File: src/rtl/volume_history_pkg.sv
// Shared widths, constants and types for the mic volume history block.
// Also holds the sample-to-magnitude helper.
package volume_history_pkg;

  localparam int SAMPLE_W  = 12;
  localparam int MIDPOINT  = 2048;
  localparam int NUM_SLOTS = 16;
  localparam int LEVEL_W   = 5;
  localparam int LVL_W     = 4;
  localparam int MAG_W     = 11;
  localparam int MAG_MAX   = 2047;
  localparam int HIST_W    = NUM_SLOTS * LEVEL_W;

  typedef logic [HIST_W-1:0] hist_t;

  typedef enum logic {
    ACCUM  = 1'b0,
    COMMIT = 1'b1
  } state_e;

  function automatic logic [MAG_W-1:0] mag_of(
    input logic [SAMPLE_W-1:0] s
  );
    logic [SAMPLE_W-1:0] d;
    if (s >= SAMPLE_W'(MIDPOINT))
      d = s - SAMPLE_W'(MIDPOINT);
    else
      d = SAMPLE_W'(MIDPOINT) - s;
    // Only sample 0 reaches 2048 below midpoint.
    if (d > SAMPLE_W'(MAG_MAX))
      return MAG_W'(MAG_MAX);
    return d[MAG_W-1:0];
  endfunction

endpackage

File: src/rtl/volume_history_if.sv
// Sample-in / history-out bundle for volume_history.
// master drives samples, slave is the history block.
interface volume_history_if;
  import volume_history_pkg::*;

  logic                sample_valid;
  logic [SAMPLE_W-1:0] sample;
  logic                freeze;
  hist_t               volume;
  logic [LVL_W-1:0]    level;
  logic                slot_update;

  modport master (
    output sample_valid, sample, freeze,
    input  volume, level, slot_update
  );

  modport slave (
    input  sample_valid, sample, freeze,
    output volume, level, slot_update
  );

endinterface

File: src/rtl/abs_peak_window.sv
// Peak deviation from midpoint over a fixed window of samples.
// Emits the quantised window level and a window-complete strobe.
module abs_peak_window
  import volume_history_pkg::*;
#(
  parameter int WINDOW = 4000
) (
  input  logic                clk,
  input  logic                reset,
  input  logic                sample_valid_i,
  input  logic [SAMPLE_W-1:0] sample_i,
  output logic [LVL_W-1:0]    pending_o,
  output logic                window_done_o
);

  localparam int CW = (WINDOW > 1) ? $clog2(WINDOW) : 1;
  localparam logic [CW-1:0] LAST = CW'(WINDOW - 1);

  logic [CW-1:0]    count_q, count_d;
  logic [MAG_W-1:0] peak_q, peak_d;
  logic [LVL_W-1:0] pend_q, pend_d;
  logic [MAG_W-1:0] mag, pk;

  always_comb begin
    mag = mag_of(sample_i);
    pk  = (mag > peak_q) ? mag : peak_q;
    window_done_o = sample_valid_i && (count_q == LAST);
    count_d = count_q;
    peak_d  = peak_q;
    pend_d  = pend_q;
    if (window_done_o) begin
      count_d = '0;
      peak_d  = '0;
      pend_d  = pk[MAG_W-1 -: LVL_W];
    end else if (sample_valid_i) begin
      count_d = count_q + 1'b1;
      peak_d  = pk;
    end
  end

  always_ff @(posedge clk or posedge reset) begin
    if (reset) begin
      count_q <= '0;
      peak_q  <= '0;
      pend_q  <= '0;
    end else begin
      count_q <= count_d;
      peak_q  <= peak_d;
      pend_q  <= pend_d;
    end
  end

  assign pending_o = pend_q;

endmodule

File: src/rtl/volume_history.sv
// Volume history: one quantised peak level per window,
// shifted into a 16-slot history (slot 0 oldest, slot 15 newest).
module volume_history
  import volume_history_pkg::*;
#(
  parameter int WINDOW = 4000
) (
  input logic              clk,
  input logic              reset,
  volume_history_if.slave  bus
);

  state_e           state_q, state_d;
  hist_t            volume_q, volume_d;
  logic [LVL_W-1:0] level_q, level_d;
  logic             slot_update_q, slot_update_d;
  logic [LVL_W-1:0] pending;
  logic             window_done;

  abs_peak_window #(
    .WINDOW(WINDOW)
  ) u_apw (
    .clk           (clk),
    .reset         (reset),
    .sample_valid_i(bus.sample_valid),
    .sample_i      (bus.sample),
    .pending_o     (pending),
    .window_done_o (window_done)
  );

  always_ff @(posedge clk or posedge reset) begin
    if (reset) state_q <= ACCUM;
    else       state_q <= state_d;
  end

  always_comb begin
    state_d = ACCUM;
    unique case (state_q)
      ACCUM:   state_d = window_done ? COMMIT : ACCUM;
      COMMIT:  state_d = ACCUM;
      default: state_d = ACCUM;
    endcase
  end

  always_comb begin
    volume_d      = volume_q;
    level_d       = level_q;
    slot_update_d = 1'b0;
    if (state_q == COMMIT) begin
      level_d = pending;
      // A frozen display keeps its bars but still tracks the live level.
      if (!bus.freeze) begin
        volume_d      = {1'b0, pending, volume_q[HIST_W-1:LEVEL_W]};
        slot_update_d = 1'b1;
      end
    end
  end

  always_ff @(posedge clk or posedge reset) begin
    if (reset) begin
      volume_q      <= '0;
      level_q       <= '0;
      slot_update_q <= 1'b0;
    end else begin
      volume_q      <= volume_d;
      level_q       <= level_d;
      slot_update_q <= slot_update_d;
    end
  end

  assign bus.volume      = volume_q;
  assign bus.level       = level_q;
  assign bus.slot_update = slot_update_q;

endmodule
File: src/flat_wrapper.sv
// flat-port wrapper written by rule: the top's interface ports become plain ports
module volume_history_flat import volume_history_pkg::*;
#(
  parameter int WINDOW = 4000
)
  (clk, reset, bus_sample_valid, bus_sample, bus_freeze, bus_volume, bus_level, bus_slot_update);
  volume_history_if bus_i ();
  input logic clk;
  input logic reset;
  input wire logic [$bits(bus_i.sample_valid)-1:0] bus_sample_valid;
  input wire logic [$bits(bus_i.sample)-1:0] bus_sample;
  input wire logic [$bits(bus_i.freeze)-1:0] bus_freeze;
  output wire logic [$bits(bus_i.volume)-1:0] bus_volume;
  output wire logic [$bits(bus_i.level)-1:0] bus_level;
  output wire logic [$bits(bus_i.slot_update)-1:0] bus_slot_update;
  assign bus_i.sample_valid = bus_sample_valid;
  assign bus_i.sample = bus_sample;
  assign bus_i.freeze = bus_freeze;
  assign bus_volume = bus_i.volume;
  assign bus_level = bus_i.level;
  assign bus_slot_update = bus_i.slot_update;
  volume_history #(.WINDOW(WINDOW)) u_core (.clk(clk), .reset(reset), .bus(bus_i));
endmodule
File: config.mk
export PLATFORM = sky130hd
export DESIGN_NAME = volume_history_flat
export DESIGN_NICKNAME = d
export VERILOG_FILES = /design/src/rtl/volume_history_pkg.sv /design/src/rtl/volume_history_if.sv /design/src/rtl/abs_peak_window.sv /design/src/rtl/volume_history.sv /design/src/flat_wrapper.sv
export SDC_FILE = /design/constraint.sdc
export NUM_CORES = 1
export LEC_CHECK = 0
export BUFFER_PORTS_ARGS = -buffer_cell sky130_fd_sc_hd__buf_2
export CAP_MARGIN = 20
export CELL_PAD_IN_SITES_DETAIL_PLACEMENT = 0
export CELL_PAD_IN_SITES_GLOBAL_PLACEMENT = 1
export CORE_MARGIN = 10
export CORE_UTILIZATION = 43
export DETAILED_ROUTE_END_ITERATION = 10
export GPL_ROUTABILITY_DRIVEN = 0
export GPL_TIMING_DRIVEN = 0
export PLACE_DENSITY_LB_ADDON = 0.2
export SETUP_SLACK_MARGIN = 0.02
export SYNTH_ARGS = -nofsm -noshare
export SYNTH_HDL_FRONTEND = slang
export SYNTH_SLANG_ARGS = --single-unit
File: constraint.sdc
create_clock -name clk -period 4.3 [get_ports clk]
set_input_delay 0.86 -clock clk [delete_from_list [all_inputs] [get_ports clk]]
set_output_delay 0.86 -clock clk [all_outputs]
set_load 0.02 [all_outputs]
==> results of run 1 <==
## power breakdown
part           switching [W]  internal, W
clock network       0.000311     0.000345
logic               0.000253     0.000206
registers          0.0000491     0.000990
total               0.000613      0.00154
## metal layers
layer | wire (um) | share of wire, %
met3 | 634 | 6.7
met1 | 4350 | 46
met2 | 4430 | 47
met5 | 0 | 0
met4 | 110 | 1.2
## synthesized netlist by cell type, types with 2 or more instances
library cell  instances  area (um2)
o21ai_0               7        35.0
and3_1                7        43.8
inv_1                19        71.3
nor2_1               22        82.6
nand4_1               3        18.8
xor2_1                3        26.3
a41oi_1               2        17.5
ha_1                 13         163
nor4_1                2        12.5
a31oi_1               4        25.0
nand3_1               9        45.0
mux2_2               69         777
buf_4                17         128
o21ai_1               3        15.0
nor3_1                3        15.0
xnor2_1              11        96.3
clkbuf_1              2        7.51
o31ai_2               4        50.1
and2_1                2        12.5
nand2_1              17        63.8
o32ai_1               2        17.5
nor3_2                2        20.0
nor2b_1               3        18.8
a21oi_1               8        40.0
buf_2                 9        45.0
or3_1                 2        12.5
dfrtp_1              97        2430
## state kept, by name, indices dropped and copies added (netlist names)
register,flops
u_core.bus.volume,64
u_core.u_apw.count_q,12
u_core.u_apw.peak_q,11
u_core.bus.level,4
u_core.u_apw.pending_o,4
u_core.bus.slot_update,1
u_core.state_q,1
## kinds of logic (layout without fill, tap and decap cells)
kind of cell / Yosys count / in the layout / synth area share [%]
buf+inv: 50 / 150 / 5.87
compound gates: 43 / 43 / 7.78
other cells: 1 / 16 / 0.0815
mux: 70 / 70 / 17.1
flops: 97 / 97 / 52.8
xor+xnor: 14 / 14 / 2.67
simple gates: 83 / 83 / 10.2
fa+ha+maj: 13 / 13 / 3.54
## how the worst max path moves through the flow
| stage | depth (start not counted) | endpoint | startpoint |
|---|---|---|---|
| 3_3_place_gp | 2 | u_core.bus.volume[51] | reset |
| 4_1_cts | 12 | u_core.u_apw.peak_q[8] | bus_sample[4] |
| 2_1_floorplan | 1 | u_core.bus.level[0] | reset |
| 5_1_grt | 12 | u_core.u_apw.peak_q[8] | bus_sample[4] |
| 3_5_place_dp | 12 | u_core.u_apw.peak_q[8] | bus_sample[4] |
| 6_report | 12 | u_core.u_apw.peak_q[8] | bus_sample[4] |
## through the flow
step	hold WS [ns]	instance area (um2)	cells
after floorplan	0.451	4660	386
after global placement	0.469	5240	605
after detailed placement	0.480	5270	606
after CTS	0.469	5490	622
after global routing	0.484	5490	622
final	0.477	5490	622
## layout make-up
class	instances	share of cell area, %
Sequential cell	97	44.2
Buffer	30	3.55
Timing Repair Buffer	84	8.06
Multi-Input combinational cell	239	35.7
Clock buffer	12	2.64
Clock inverter	4	1.39
Inverter	20	1.41
Tap cell	136	3.10
## worst register-to-register path: cells and delay by family, from the launching register on
family | cells | cell delay (ns)
adder cells (fa/ha/maj) | 1 | 0.30
AND/OR/NAND/NOR | 4 | 0.99
flip-flops | 1 | 0.37
buffers and inverters | 1 | 0.05
AO/OA/AOI/OAI | 2 | 0.30
==> out/metrics.csv, run 1 <==
stage;metric;value;unit
clock_tree;Num CTS Buffers;9;
worst_setup_path;worst-path cell chain;buf_2 -> nor4_4 -> a41oi_1 -> o21ai_1 -> inv_1 -> ha_1 -> nand3_2 -> nor3_2 -> o21ai_1 -> and3_1 -> or3_4 -> o32ai_1;
grt;vias in the first global route;3095;
worst_setup_path;Reg2Reg Setup Slack;2.20;ns
detailed_routing;post-route ant nets;0;
cells_and_area;Multi-input gate area;1960;um2
timing;Max Clk Rate;291;MHz
detailed_routing;DRC;0;
timing;fin crit period;3.43;ns
synth;Cell variety after synth;56;
clock_tree;H-tree levels;3;
cells_and_area;n_diodes;0;
timing;unrepaired setup endpoints after global routing;false;
clock_tree;CTS max path bufs;2;
worst_setup_path;crit-path max FO;8;
floorplanning;num rows;37;
worst_setup_path;Worst Path Buf+Inv;2;
detailed_routing;WL final;9520;um
clock_tree;Post-CTS Resized;0;
worst_setup_path;Worst setup EP type;flop;
worst_setup_path;reg2reg path depth;8;
place;dpl ws;0.515;ns
power;Worst VDD drop;0.000147;V
worst_setup_path;Crit path required time;4.56;ns
worst_setup_path;CP max-delay cell;nor4_4;
clock_tree;CTS Hold Bufs;0;
synth;YS warnings;0;
grt;largest net degree at the start of global routing;72;
grt;met3 Use GR;3.28;%
synth;Post-Synthesis Cells;371;
clock_tree;TritonCTS clock tree;yes;
cells_and_area;commonest non-fill, non-tap cell in the layout;dfrtp_1;
grt;initial antenna violation count;0;
place;Post-DP HPWL;7260;um
power;PD cells;392;nW/um2
timing;relative slew slack;64.1;%
worst_setup_path;CP arrival;3.69;ns
grt;overall routing resource usage;12.9;%
synth;sequential-to-total area share from yosys stat;52.8;%
flow_run;max-cap viol count;0;
floorplanning;Die Wd;123;um
timing;period utilisation layout;79.8;%
detailed_routing;wire per inst;15.3;um
synth;Post-synth EDFFs;0;
place;Port Buffer Count;83;
timing;setup TNS;0;ns
power;Power Total;0.00215;W
timing;setup ws final;0.869;ns
cells_and_area;P&R area growth vs syn;19.4;%
synth;Avg Inst Size Synth;12.4;um2
timing;Setup Skew;0.00711;ns
power;leakage power figure;2.97;nW
floorplanning;die area;15200;um2
clock_tree;CTS Root Buffer Type;clkbuf_8;
detailed_routing;initial DRC count;171;
cells_and_area;layout cells sized above 1;44.7;%
worst_setup_path;critical path class;in2reg;
synth;synthesized area;4600;um2
timing;Slew @ Worst Pin;0.534;ns
floorplanning;initial core utilization;44.4;%
grt;grt ovf;0;
worst_setup_path;reg2reg end;u_core.u_apw.peak_q[8];
detailed_routing;vias per inst;4.86;
detailed_routing;DR vias;3022;
hold_path;Hold Path Class;in2async;
worst_setup_path;Worst path top cell family by delay;simple AND/OR/NAND/NOR gates;
worst_setup_path;CP dominant cell by count;o21ai_1;
floorplanning;Core Box Area;10400;um2
floorplanning;IO Pins;101;
timing;Fin. Hold Viols;0;
floorplanning;Die Height;123;um
timing;Slew Viols, Final;0;
worst_setup_path;Worst path max stage delay;0.51;ns
grt;met1 Track Usage GR;16.6;%
synth;post-synthesis async set-or-reset flop share;100;%
clock_tree;CTS Sinks;97;
cells_and_area;fillers;935;
clock_tree;Setup Fix Bufs, Post-CTS;0;
synth;post-synthesis register bit count;97;
detailed_routing;Pre-antenna DRT Iters;4;
clock_tree;clk slew on worst S/H paths;0.09;ns
grt;first-pass GRT wire length;15800;um
cells_and_area;commonest non-fill, non-tap cells in the layout;dfrtp_1 (97), buf_2 (92), mux2_2 (69);
timing;Final Setup Violations;0;
cells_and_area;Layout Utilization;53.0;%
synth;Main synth FF type;dfrtp_1;
clock_tree;clock latency on the worst-skew pair;0.36;ns
cells_and_area;Nets;510;
cells_and_area;FF/Latch Area;2430;um2
grt;met2 usage;20.6;%
worst_setup_path;R2R Path Start;u_core.u_apw.peak_q[10];
status;run status;finished, final reports clean;
grt;GR peak layer;met2;
worst_setup_path;CP startpoint kind;input port;
No activity file was read; power rests on OpenSTA's default activity.
==> run 2, diff against run 1 <==
--- a/config.mk
+++ b/config.mk
@@ -10,7 +10,7 @@
 export CELL_PAD_IN_SITES_DETAIL_PLACEMENT = 0
 export CELL_PAD_IN_SITES_GLOBAL_PLACEMENT = 1
 export CORE_MARGIN = 10
-export CORE_UTILIZATION = 43
+export CORE_UTILIZATION = 39
 export DETAILED_ROUTE_END_ITERATION = 10
 export GPL_ROUTABILITY_DRIVEN = 0
 export GPL_TIMING_DRIVEN = 0
==> constraint.sdc (replaced) <==
create_clock -name clk -period 2.98 [get_ports clk]
set_input_delay 0.596 -clock clk [delete_from_list [all_inputs] [get_ports clk]]
set_output_delay 0.596 -clock clk [all_outputs]
set_load 0.02 [all_outputs]
==> run 2 against run 1 <==
Net effect: sequential power grew 44%; clock skew shrank 0.0036 ns; die area grew 8.6%; setup slack lost 0.75 ns; first-iteration DRC count grew 8.2%.
==> out/metrics.csv, run 2 (synthesis gave the netlist of run 1 again) <==
stage;metric;value;unit;change
status;run status;finished, final reports clean;;unchanged
worst_setup_path;Worst path top cell family by delay;simple AND/OR/NAND/NOR gates;;unchanged
timing;relative slew slack;59.1;%;was 64.1%
power;Worst VDD drop;0.000283;V;was 0.000147 V
cells_and_area;n_diodes;0;;unchanged
detailed_routing;Pre-antenna DRT Iters;4;;unchanged
worst_setup_path;Worst Path Buf+Inv;4;;was 2
grt;grt ovf;0;;unchanged
power;PD cells;609;nW/um2;was 392 nW/um2
place;dpl ws;-0.496;ns;was 0.515 ns
timing;period utilisation layout;96.2;%;
worst_setup_path;crit-path max FO;8;;unchanged
grt;met1 Track Usage GR;15.6;%;was 16.6%
grt;largest net degree at the start of global routing;29;;was 72
timing;Max Clk Rate;349;MHz;
place;Post-DP HPWL;7680;um;was 7260 um
grt;met2 usage;19.4;%;was 20.6%
grt;vias in the first global route;3137;;was 3095
clock_tree;CTS Root Buffer Type;clkbuf_16;;was clkbuf_8
grt;initial antenna violation count;0;;unchanged
grt;GR peak layer;met2;;unchanged
flow_run;max-cap viol count;0;;unchanged
timing;unrepaired setup endpoints after global routing;true;;was false
power;leakage power figure;3.10;nW;was 2.97 nW
floorplanning;initial core utilization;40.1;%;was 44.4%
cells_and_area;P&R area growth vs syn;27.5;%;was 19.4%
grt;first-pass GRT wire length;16500;um;was 15800 um
cells_and_area;post-route cell area;5870;um2;was 5490 um2
grt;overall routing resource usage;12.4;%;was 12.9%
power;Comb pwr share;23.0;%;was 21.3%
worst_setup_path;Worst path max stage delay;0.57;ns;was 0.51 ns
power;internal power;0.00257;W;was 0.00154 W
clock_tree;CTS max path bufs;2;;unchanged
worst_setup_path;CP arrival;3.09;ns;was 3.69 ns
timing;Fin Hold WS;0.285;ns;was 0.477 ns
cells_and_area;commonest non-fill, non-tap cells in the layout;dfrtp_1 (97), buf_2 (89), mux2_2 (69);;was dfrtp_1 (97), buf_2 (92), mux2_2 (69)
timing;Final Setup Violations;0;;unchanged
timing;Slew Viols, Final;0;;unchanged
timing;Slew @ Worst Pin;0.613;ns;was 0.534 ns
hold_path;Hold Path Class;in2async;;unchanged
power;Net Sw Frac;28.0;%;was 28.4%
clock_tree;TritonCTS clock tree;yes;;unchanged
floorplanning;num rows;39;;was 37
worst_setup_path;CP dominant cell by count;buf_8;;was o21ai_1
timing;Fin. Hold Viols;0;;unchanged
worst_setup_path;CP startpoint kind;input port;;unchanged
clock_tree;H-tree levels;3;;unchanged
detailed_routing;wire per inst;16.1;um;was 15.3 um
clock_tree;CTS Sinks;97;;unchanged
floorplanning;Die Wd;129;um;was 123 um
detailed_routing;DRC;0;;unchanged
place;placed cell areas;5370;um2;was 5270 um2
floorplanning;Die Height;129;um;was 123 um
grt;met3 Use GR;4.35;%;was 3.28%
timing;setup ws final;0.115;ns;was 0.869 ns
floorplanning;Core Box Area;11500;um2;was 10400 um2
place;Port Buffer Count;83;;unchanged
detailed_routing;DR vias;3109;;was 3022
cells_and_area;commonest non-fill, non-tap cell in the layout;dfrtp_1;;unchanged
detailed_routing;initial DRC count;185;;was 171
power;Seq pwr share;41.9;%;was 48.2%
worst_setup_path;Worst setup EP type;flop;;unchanged
clock_tree;clk slew on worst S/H paths;0.07;ns;was 0.09 ns
floorplanning;IO Pins;101;;unchanged
cells_and_area;number of flip-flops in the largest register;64;;unchanged
worst_setup_path;Crit path required time;3.21;ns;was 4.56 ns
cells_and_area;Layout Utilization;51.2;%;was 53.0%
clock_tree;Num CTS Buffers;9;;unchanged
cells_and_area;Nets;518;;was 510
worst_setup_path;critical path class;in2reg;;unchanged
power;Psw;0.00100;W;was 0.000613 W
detailed_routing;post-route ant nets;0;;unchanged
cells_and_area;layout cells sized above 1;48.9;%;was 44.7%
timing;Setup Skew;0.00353;ns;was 0.00711 ns
floorplanning;die area;16500;um2;was 15200 um2
detailed_routing;WL final;10200;um;was 9520 um
cells_and_area;Non-Filler Instances;636;;was 622
power;Clk pwr share;35.1;%;was 30.4%
clock_tree;clock latency on the worst-skew pair;0.34;ns;was 0.36 ns
detailed_routing;vias per inst;4.89;;was 4.86
place;cell count after placement;615;;was 606
timing;fin crit period;2.87;ns;
worst_setup_path;CP max-delay cell;or4b_4;;was nor4_4
worst_setup_path;worst-path cell chain;buf_8 -> nor4_4 -> buf_6 -> a41oi_1 -> o21ai_2 -> inv_1 -> ha_1 -> nand3_4 -> or4b_4 -> nand2_4 -> a31oi_4 -> buf_8 -> nand3_2 -> o31ai_4;;was buf_2 -> nor4_4 -> a41oi_1 -> o21ai_1 -> inv_1 -> ha_1 -> nand3_2 -> nor3_2 -> o21ai_1 -> and3_1 -> or3_4 -> o32ai_1
==> run 2: cell types whose count changed in the layout (fill, tap and decap cells not counted), moves of 3 or more <==
| cell | previous run | this run |
|---|---|---|
| o31ai_2 | 4 | 1 |
| nand3_1 | 9 | 4 |
| buf_12 | 0 | 3 |
| clkbuf_16 | 0 | 10 |
| buf_4 | 17 | 22 |
| nand3_2 | 1 | 5 |
| clkbuf_8 | 10 | 1 |
| o31ai_4 | 0 | 3 |
| buf_2 | 92 | 89 |
==> run 2: stage by stage <==
stage / total power, W / setup TNS, ns
4_1_cts: 0.00352 / 0
5_1_grt: 0.00380 / -0.0217
3_3_place_gp: 0.00223 / -5.83
3_5_place_dp: 0.00225 / -6.36
2_1_floorplan: 0.00210 / -0.158
6_report: 0.00357 / 0
==> run 2: timing repair <==
action | 4_1_cts | 5_1_grt
endpoints found under the setup margin | 13 | 13
pin swaps | 1 | 6
resized for setup | 1 | 28
setup buffers | 1 | 4
hold buffers | 0 | 0
cloned | 0 | 1
==> run 2: worst reg2reg max path, stage by stage, from the launching register on <==
cell and delay (ns):
dfrtp_1 0.37, inv_1 0.05, ha_1 0.33, nand3_4 0.10, or4b_4 0.57, nand2_4 0.10
a31oi_4 0.07, buf_8 0.20, nand3_2 0.09, o31ai_4 0.08
==> run 2: final timing paths <==
check,startpoint,to,slack [ns],cells past startpoint
min in group clk,u_core.u_apw.count_q[4],u_core.u_apw.count_q[4],0.48,1
max in group asynchronous,reset,u_core.bus.volume[32],1.98,4
setup / recovery,bus_sample[3],u_core.u_apw.peak_q[1],0.11,14
hold reg to reg,u_core.u_apw.count_q[4],u_core.u_apw.count_q[4],0.48,1
setup reg to reg,u_core.u_apw.peak_q[10],u_core.u_apw.peak_q[1],0.90,9
hold / removal,reset,u_core.u_apw.peak_q[5],0.29,2
==> run 2: power by group through the flow <==
| stage | Clock [W] | Combinational, W | Sequential [W] |
|---|---|---|---|
| 3_5_place_dp | 0 | 0.000728 | 0.00152 |
| 6_report | 0.00125 | 0.000820 | 0.00150 |
| 4_1_cts | 0.00129 | 0.000732 | 0.00150 |
| 5_1_grt | 0.00136 | 0.000928 | 0.00151 |
| 3_3_place_gp | 0 | 0.000705 | 0.00152 |
| 2_1_floorplan | 0 | 0.000593 | 0.00151 |
==> run 2: layer usage <==
metal | routed length, um | part of all wire (%)
met1 | 4490 | 44
met2 | 4920 | 48
met3 | 660 | 6.5
met4 | 142 | 1.4
met5 | 0 | 0
==> run 2: layout make-up <==
class / instances / area (um2)
Sequential cell: 97 / 2430
Tap cell: 143 / 179
Clock inverter: 4 / 76.3
Clock buffer: 11 / 243
Fill cell: 1035 / 5600
Timing Repair Buffer: 92 / 561
Inverter: 20 / 81.3
Buffer: 30 / 200
Multi-Input combinational cell: 239 / 2100
